File: src/rtl/sysid_regs_pkg.sv
// Shared constants for the sysid_regs register file: address map, register count
// and the layout of the capabilities word.
package sysid_regs_pkg;

    localparam int ADDR_W   = 3;
    localparam int NUM_REGS = 8;

    localparam logic [ADDR_W-1:0] ADDR_SYSID   = 3'd0;
    localparam logic [ADDR_W-1:0] ADDR_TSTAMP  = 3'd1;
    localparam logic [ADDR_W-1:0] ADDR_VERSION = 3'd2;
    localparam logic [ADDR_W-1:0] ADDR_SCRATCH = 3'd3;
    localparam logic [ADDR_W-1:0] ADDR_UPLO    = 3'd4;
    localparam logic [ADDR_W-1:0] ADDR_UPHI    = 3'd5;
    localparam logic [ADDR_W-1:0] ADDR_CAPS    = 3'd6;
    localparam logic [ADDR_W-1:0] ADDR_CLKDIV  = 3'd7;

    localparam int CAPS_LAT_LSB   = 0;
    localparam int CAPS_NREGS_LSB = 8;
    localparam int CAPS_FIELD_W   = 8;

    function automatic logic [31:0] caps_word(input int unsigned lat);
        logic [31:0] w;
        w = '0;
        w[CAPS_NREGS_LSB +: CAPS_FIELD_W] = CAPS_FIELD_W'(NUM_REGS);
        w[CAPS_LAT_LSB +: CAPS_FIELD_W]   = CAPS_FIELD_W'(lat);
        return w;
    endfunction

endpackage

File: src/rtl/sysid_regs_if.sv
// Avalon-MM slave bundle for sysid_regs (no waitrequest, pipelined read data).
interface sysid_regs_if;
    import sysid_regs_pkg::*;

    logic              chipselect;
    logic [ADDR_W-1:0] address;
    logic              read;
    logic              write;
    logic [31:0]       writedata;
    logic [3:0]        byteenable;
    logic [31:0]       readdata;
    logic              readdatavalid;

    modport master (
        output chipselect, address, read, write, writedata, byteenable,
        input  readdata, readdatavalid
    );

    modport slave (
        input  chipselect, address, read, write, writedata, byteenable,
        output readdata, readdatavalid
    );

endinterface

File: src/rtl/sysid_regs_uptime.sv
// Free-running 64-bit uptime counter advanced once every CLK_DIV clocks.
module sysid_uptime #(
    parameter int unsigned CLK_DIV = 1
) (
    input  logic        clk,
    input  logic        reset_n,
    output logic [63:0] uptime
);

    localparam int unsigned     PW       = 17;
    localparam logic [PW-1:0]   DIV_LAST = PW'(CLK_DIV - 1);

    if (CLK_DIV == 0 || CLK_DIV > 65536) begin : g_bad_div
        $error("sysid_uptime: CLK_DIV must be in 1..65536");
    end

    logic [PW-1:0] presc;
    logic          tick;

    assign tick = (presc == DIV_LAST);

    always_ff @(posedge clk or negedge reset_n) begin
        if (!reset_n) begin
            presc  <= '0;
            uptime <= '0;
        end else begin
            presc <= tick ? '0 : presc + 1'b1;
            if (tick) begin
                uptime <= uptime + 64'd1;
            end
        end
    end

endmodule

File: src/rtl/sysid_regs.sv
// System-ID register file: identity words, scratch, uptime with coherent hi/lo
// snapshot, and a read-data pipeline of READ_LATENCY registers.
module sysid_regs
    import sysid_regs_pkg::*;
#(
    parameter logic [31:0] SYSTEM_ID     = 32'h0000_0000,
    parameter logic [31:0] TIMESTAMP     = 32'h0000_0000,
    parameter logic [31:0] VERSION       = 32'h0001_0000,
    parameter logic [31:0] SCRATCH_RESET = 32'h0000_0000,
    parameter int unsigned READ_LATENCY  = 1,
    parameter int unsigned CLK_DIV       = 1
) (
    input  logic         clk,
    input  logic         reset_n,
    sysid_regs_if.slave  bus
);

    if (READ_LATENCY < 1 || READ_LATENCY > 3) begin : g_bad_lat
        $error("sysid_regs: READ_LATENCY must be in 1..3");
    end

    localparam logic [31:0] CAPS_VAL   = caps_word(READ_LATENCY);
    localparam logic [31:0] CLKDIV_VAL = 32'(CLK_DIV);

    function automatic logic [31:0] be_merge(input logic [31:0] old,
                                             input logic [31:0] wd,
                                             input logic [3:0]  be);
        logic [31:0] r;
        r = old;
        for (int i = 0; i < 4; i++) begin
            if (be[i]) r[8*i +: 8] = wd[8*i +: 8];
        end
        return r;
    endfunction

    logic [63:0] uptime;
    logic [31:0] scratch;
    logic [31:0] hi_shadow;
    logic [31:0] rd_sel;
    logic        rd_acc;
    logic        wr_acc;

    logic [31:0] rdata_p0, rdata_p1, rdata_p2;
    logic        vld_p0, vld_p1, vld_p2;

    sysid_uptime #(
        .CLK_DIV (CLK_DIV)
    ) u_uptime (
        .clk     (clk),
        .reset_n (reset_n),
        .uptime  (uptime)
    );

    // A simultaneous read and write is treated as a write only.
    assign wr_acc = bus.chipselect & bus.write;
    assign rd_acc = bus.chipselect & bus.read & ~bus.write;

    always_ff @(posedge clk or negedge reset_n) begin
        if (!reset_n) begin
            scratch <= SCRATCH_RESET;
        end else if (wr_acc && bus.address == ADDR_SCRATCH) begin
            scratch <= be_merge(scratch, bus.writedata, bus.byteenable);
        end
    end

    // The hi half is captured by the same edge that returns the lo half, so a
    // LO-then-HI pair never straddles a carry.
    always_ff @(posedge clk or negedge reset_n) begin
        if (!reset_n) begin
            hi_shadow <= '0;
        end else if (rd_acc && bus.address == ADDR_UPLO) begin
            hi_shadow <= uptime[63:32];
        end
    end

    always_comb begin
        rd_sel = '0;
        case (bus.address)
            ADDR_SYSID:   rd_sel = SYSTEM_ID;
            ADDR_TSTAMP:  rd_sel = TIMESTAMP;
            ADDR_VERSION: rd_sel = VERSION;
            ADDR_SCRATCH: rd_sel = scratch;
            ADDR_UPLO:    rd_sel = uptime[31:0];
            ADDR_UPHI:    rd_sel = hi_shadow;
            ADDR_CAPS:    rd_sel = CAPS_VAL;
            ADDR_CLKDIV:  rd_sel = CLKDIV_VAL;
            default:      rd_sel = '0;
        endcase
    end

    // Stage p0: selected data registered in the accept cycle.
    // Stages p1/p2: extra latency; data moves only with its valid so the
    // output holds between responses.
    always_ff @(posedge clk or negedge reset_n) begin
        if (!reset_n) begin
            vld_p0 <= 1'b0;
            vld_p1 <= 1'b0;
            vld_p2 <= 1'b0;
        end else begin
            vld_p0 <= rd_acc;
            vld_p1 <= vld_p0;
            vld_p2 <= vld_p1;
        end
    end

    always_ff @(posedge clk or negedge reset_n) begin
        if (!reset_n) begin
            rdata_p0 <= '0;
            rdata_p1 <= '0;
            rdata_p2 <= '0;
        end else begin
            if (rd_acc) rdata_p0 <= rd_sel;
            if (vld_p0) rdata_p1 <= rdata_p0;
            if (vld_p1) rdata_p2 <= rdata_p1;
        end
    end

    always_comb begin
        bus.readdata      = rdata_p0;
        bus.readdatavalid = vld_p0;
        if (READ_LATENCY == 2) begin
            bus.readdata      = rdata_p1;
            bus.readdatavalid = vld_p1;
        end else if (READ_LATENCY == 3) begin
            bus.readdata      = rdata_p2;
            bus.readdatavalid = vld_p2;
        end
    end

endmodule

File: src/flat_wrapper.sv
// flat-port wrapper written by rule: the top's interface ports become plain ports
module sysid_regs_flat import sysid_regs_pkg::*;
#(
    parameter logic [31:0] SYSTEM_ID     = 32'h0000_0000,
    parameter logic [31:0] TIMESTAMP     = 32'h0000_0000,
    parameter logic [31:0] VERSION       = 32'h0001_0000,
    parameter logic [31:0] SCRATCH_RESET = 32'h0000_0000,
    parameter int unsigned READ_LATENCY  = 1,
    parameter int unsigned CLK_DIV       = 1
)
  (clk, reset_n, bus_chipselect, bus_address, bus_read, bus_write, bus_writedata, bus_byteenable, bus_readdata, bus_readdatavalid);
  sysid_regs_if bus_i ();
  input  logic clk;
  input  logic reset_n;
  input wire logic [$bits(bus_i.chipselect)-1:0] bus_chipselect;
  input wire logic [$bits(bus_i.address)-1:0] bus_address;
  input wire logic [$bits(bus_i.read)-1:0] bus_read;
  input wire logic [$bits(bus_i.write)-1:0] bus_write;
  input wire logic [$bits(bus_i.writedata)-1:0] bus_writedata;
  input wire logic [$bits(bus_i.byteenable)-1:0] bus_byteenable;
  output wire logic [$bits(bus_i.readdata)-1:0] bus_readdata;
  output wire logic [$bits(bus_i.readdatavalid)-1:0] bus_readdatavalid;
  assign bus_i.chipselect = bus_chipselect;
  assign bus_i.address = bus_address;
  assign bus_i.read = bus_read;
  assign bus_i.write = bus_write;
  assign bus_i.writedata = bus_writedata;
  assign bus_i.byteenable = bus_byteenable;
  assign bus_readdata = bus_i.readdata;
  assign bus_readdatavalid = bus_i.readdatavalid;
  sysid_regs #(.SYSTEM_ID(SYSTEM_ID), .TIMESTAMP(TIMESTAMP), .VERSION(VERSION), .SCRATCH_RESET(SCRATCH_RESET), .READ_LATENCY(READ_LATENCY), .CLK_DIV(CLK_DIV)) u_core (.clk(clk), .reset_n(reset_n), .bus(bus_i));
endmodule
File: config.mk
export PLATFORM = sky130hd
export DESIGN_NAME = sysid_regs_flat
export DESIGN_NICKNAME = d
export VERILOG_FILES = /design/src/rtl/sysid_regs_pkg.sv /design/src/rtl/sysid_regs_if.sv /design/src/rtl/sysid_regs_uptime.sv /design/src/rtl/sysid_regs.sv /design/src/flat_wrapper.sv
export SDC_FILE = /design/constraint.sdc
export NUM_CORES = 1
export LEC_CHECK = 0
export CORE_MARGIN = 2
export CORE_UTILIZATION = 50
export CTS_BUF_LIST = sky130_fd_sc_hd__clkbuf_4 sky130_fd_sc_hd__clkbuf_8
export CTS_CLUSTER_SIZE = 14
export DETAILED_ROUTE_END_ITERATION = 10
export PLACE_DENSITY = 0.71
export SYNTH_ARGS = -nofsm -noshare
export SYNTH_HDL_FRONTEND = slang
export SYNTH_SLANG_ARGS = --single-unit
File: constraint.sdc
create_clock -name clk -period 3.8 [get_ports clk]
set_input_delay 0.76 -clock clk [delete_from_list [all_inputs] [get_ports clk]]
set_output_delay 0.76 -clock clk [all_outputs]
set_load 0.01 [all_outputs]
==> summary.md <==
| Metric | Value |
|---|---|
| CP max FO | 33 |
| Setup TNS | 0 ns |
| DR pass1 iterations | 7 |
| DRC viols | 0 |
| Post-Synthesis Mean Instance Area | 11.5 µm² |
| Adder-Cell Fraction of Synth Area | less than 1% |
| IO Count | just under 80 |
| Clock sink total | 178 |
| CP Buf/Inv Count | 3 |
| Peak Freq | 375 MHz |
| Initial antenna violation count | 0 |
| HP Class | input pin to async pin |
| Max Slew Vio Count | 0 |
| GR Util All Layers | between 20% and 30% |
| Area Overhead vs Synth | 16.6% |
| Critical Path Max Stage Delay | 0.55 ns |
| Reg2Reg Setup Slack | between 1 and 1.5 ns |
| Hold buffers post-CTS | 0 |
| Core area | around 0.016 mm² |
| Largest net degree at the start of global routing | 77 |
| Starting DRT DRC Count | ~540 |
| Placer congestion estimate | between 0.8 and 0.9 |
| Routed wire length | approximately 20000 µm |
| Post-synth top flop | dfrtp_1 |
| Synth async-reset ratio | 100% |
| Seq/Total Area, Yosys | between 50 and 60% |
| Fin cells | 1002 |
| Final Hold Fails | 0 |
| Distinct cells, synth | 37 |
| Routed Antenna Nets | 0 |
| Die area | 0.0173 mm² |
| Post-layout nets | 821 |
| Cell Area, Synth | ~0.008 mm² |
| Largest family of logic cells by synthesized area | simple AND/OR/NAND/NOR gates |
| Period utilization | around 70% |
| Dpl hpwl | roughly 14000 µm |
| Xor/xnor share of the synthesized area | approximately 8.4% |
| WP data required | 4.15 ns |
| Critical Path AT | between 3 and 4 ns |
| Vias per Instance | around 5.7 |
| CTS tree | yes |
| Chip width | ~130 µm |
| Initial core utilization | 51.1% |
| Critical path endpoint category | register |
| Die H | 131 µm |
| Clock Skews | 0.0138 ns |
| Std-Cell Rows | 46 |
| Number of synthesized flops with an enable pin | 0 |
| Placed cells | approximately 970 |
| CTS Buffer Depth | 2 |
| Synthesized flop and latch total | approximately 180 |
| Cts repair resizes | 0 |
| Max_cap viols | 0 |
| Complex-gate fraction of the synthesized area | about 8.5% |
| Seq. cell area | roughly 0.0045 mm² |
| Cell count of the worst reg-to-reg path | 7 |
| Slew HR | 12.5% |
| Grt ovf | 0 |
| Post-synthesis mux area share | under 10% |
| RR Endpoint | u_core.u_uptime.uptime[56] |
| First-pass GRT wire length | 32000 µm |
| Final setup violation count | 0 |
| Fraction of layout cells with a size suffix above 1 | ~16% |
| Ys Warns | 0 |
| PortBufs | 76 |
| Cell count after synthesis | 706 |
| Crit path cell chain | clkdlybuf4s50_1 -> nand2_1 -> or2_2 -> inv_1 -> and2_1 -> buf_4 -> mux2_2 |
| Number of global-route vias before repair | between 5000 and 6000 |
| R2r startpoint | u_core.u_uptime.presc[1] |
| DR WL/cell | roughly 20 µm |
| Startpoint type of the worst setup path | input pin |
| Vias | 5756 |
| Slew of the pin with the lowest slew margin | 1.31 ns |
| CTS HTree Levels | 4 |
| Antenna cells | 0 |
| PD cells | about 380 mW/mm² |
| Clock slew at reported path FFs | around 0.08 ns |
| VDD IR max | around 0.00025 V |
| Leak | between 4 and 5 nW |
| Syn nets | ~750 |
| Crit path max-delay family | buffers and inverters |
| Root Buffer | clkbuf_8 |
| Postcts setup bufs | 0 |
| Multi-input gate area | 0.00347 mm² |
| # fillers | between 1000 and 1500 |
| Num CTS Buffers | 17 |
| Slowest-stage cell, CP | or2_2 |
| Run status | completed |
| Unrepaired setup endpoints after global routing | false |
| Clock latency on the worst-skew pair | ~0.47 ns |
| Tmin final | ~2.7 ns |
| Simple-gate area share of the yosys netlist | 16.3% |
| Setup CP Type | input pin to register |
cell usage after synthesis, types with 7 or more instances:
library cell	count	area share (%)
nand2_1	64	3.0
nor2_1	29	1.3
xor2_1	41	4.4
nand4_1	28	2.2
mux2_2	56	7.8
nor4_1	13	1.0
a22oi_1	29	2.7
buf_2	8	0.49
a22o_1	31	3.3
mux2_1	8	1.1
inv_1	16	0.74
and3_1	7	0.54
nor3_1	16	0.99
dfrtp_1	178	55
o21ai_0	35	2.2
xnor2_1	37	4.0
clkbuf_1	22	1.0
nor4_2	9	1.4
nand3_1	34	2.1
sequential cells by signal, indices dropped and copies added, names as in the netlist:
signal and cells:
u_core.bus.readdata 32, u_core.bus.readdatavalid 1, u_core.hi_shadow 32, u_core.u_uptime.uptime 64
u_core.u_uptime.presc 17, u_core.scratch 32
layout by cell type, fill, tap and decap left out, drive strengths merged, types with 26 or more instances in the layout:
cell type,count
a22o,31
xnor2,37
dfrtp,178
a22oi,29
mux2,64
nand4,31
xor2,41
nand3,34
nor2,29
o21ai,35
nand2,64
clkdlybuf4s50,75
clkbuf,26
where the power goes:
part	total [W]	switching [W]	internal [W]
Sequential	0.00203	0.0000496	0.00198
Combinational	0.000283	0.000134	0.000149
Clock	0.00126	0.000634	0.000628
metrics by stage:
| stage | hold WS [ns] | setup slack [ns] | area [µm²] | utilization (%) | total power (W) |
|---|---|---|---|---|---|
| 6_report | 0.284 | 1.13 | 9470 | 59.6 | 0.00357 |
| 3_3_place_gp | 0.455 | 0.745 | 9080 | 57.2 | 0.00234 |
| 3_5_place_dp | 0.457 | 0.671 | 9080 | 57.2 | 0.00235 |
| 5_1_grt | 0.329 | 0.892 | 9470 | 59.6 | 0.00371 |
| 2_1_floorplan | 0.436 | 1.58 | 8120 | - | 0.00218 |
| 4_1_cts | 0.326 | 1.16 | 9470 | 59.6 | 0.00359 |
logic make-up (layout without fill, tap and decap cells):
kind of cell	Yosys count	count (layout)
and+or+nand+nor	232	232
muxes	64	64
xor gates and xnor gates	78	78
adders and majority gates	3	3
DFF	178	178
buffers and inverters	51	131
AOI/OAI and AO/OA	100	100
per-layer routing:
metal	part of all wire (%)	up-vias	GRT usage [%]
met4	1.8	0	7.73
met2	51	147	39.4
li1	-	2653	-
met1	43	2927	30.9
met3	4.6	29	4.90
met5	0	-	0
how the worst max path moves through the flow:
| stage | from | endpoint | slack, ns | cells after the start |
|---|---|---|---|---|
| after floorplan | bus_read | u_core.hi_shadow[11] | 1.58 | 8 |
| after global placement | bus_chipselect | u_core.hi_shadow[26] | 0.74 | 7 |
| after detailed placement | bus_chipselect | u_core.hi_shadow[24] | 0.67 | 7 |
| after CTS | bus_chipselect | u_core.hi_shadow[24] | 1.16 | 7 |
| after global routing | u_core.u_uptime.presc[0] | u_core.u_uptime.uptime[61] | 0.89 | 7 |
| final | bus_chipselect | u_core.hi_shadow[24] | 1.13 | 7 |
final cells by class:
cell class                 instances  share of cell area [%]
clock buffer                      26                    3.52
timing repair buffer              84                    8.81
sequential                       178                    47.0
tap                              216                    2.85
clock inverter                     5                   0.529
multi-input combinational        477                    36.6
inverter                          16                   0.634
No activity file was read; power rests on OpenSTA's default activity.
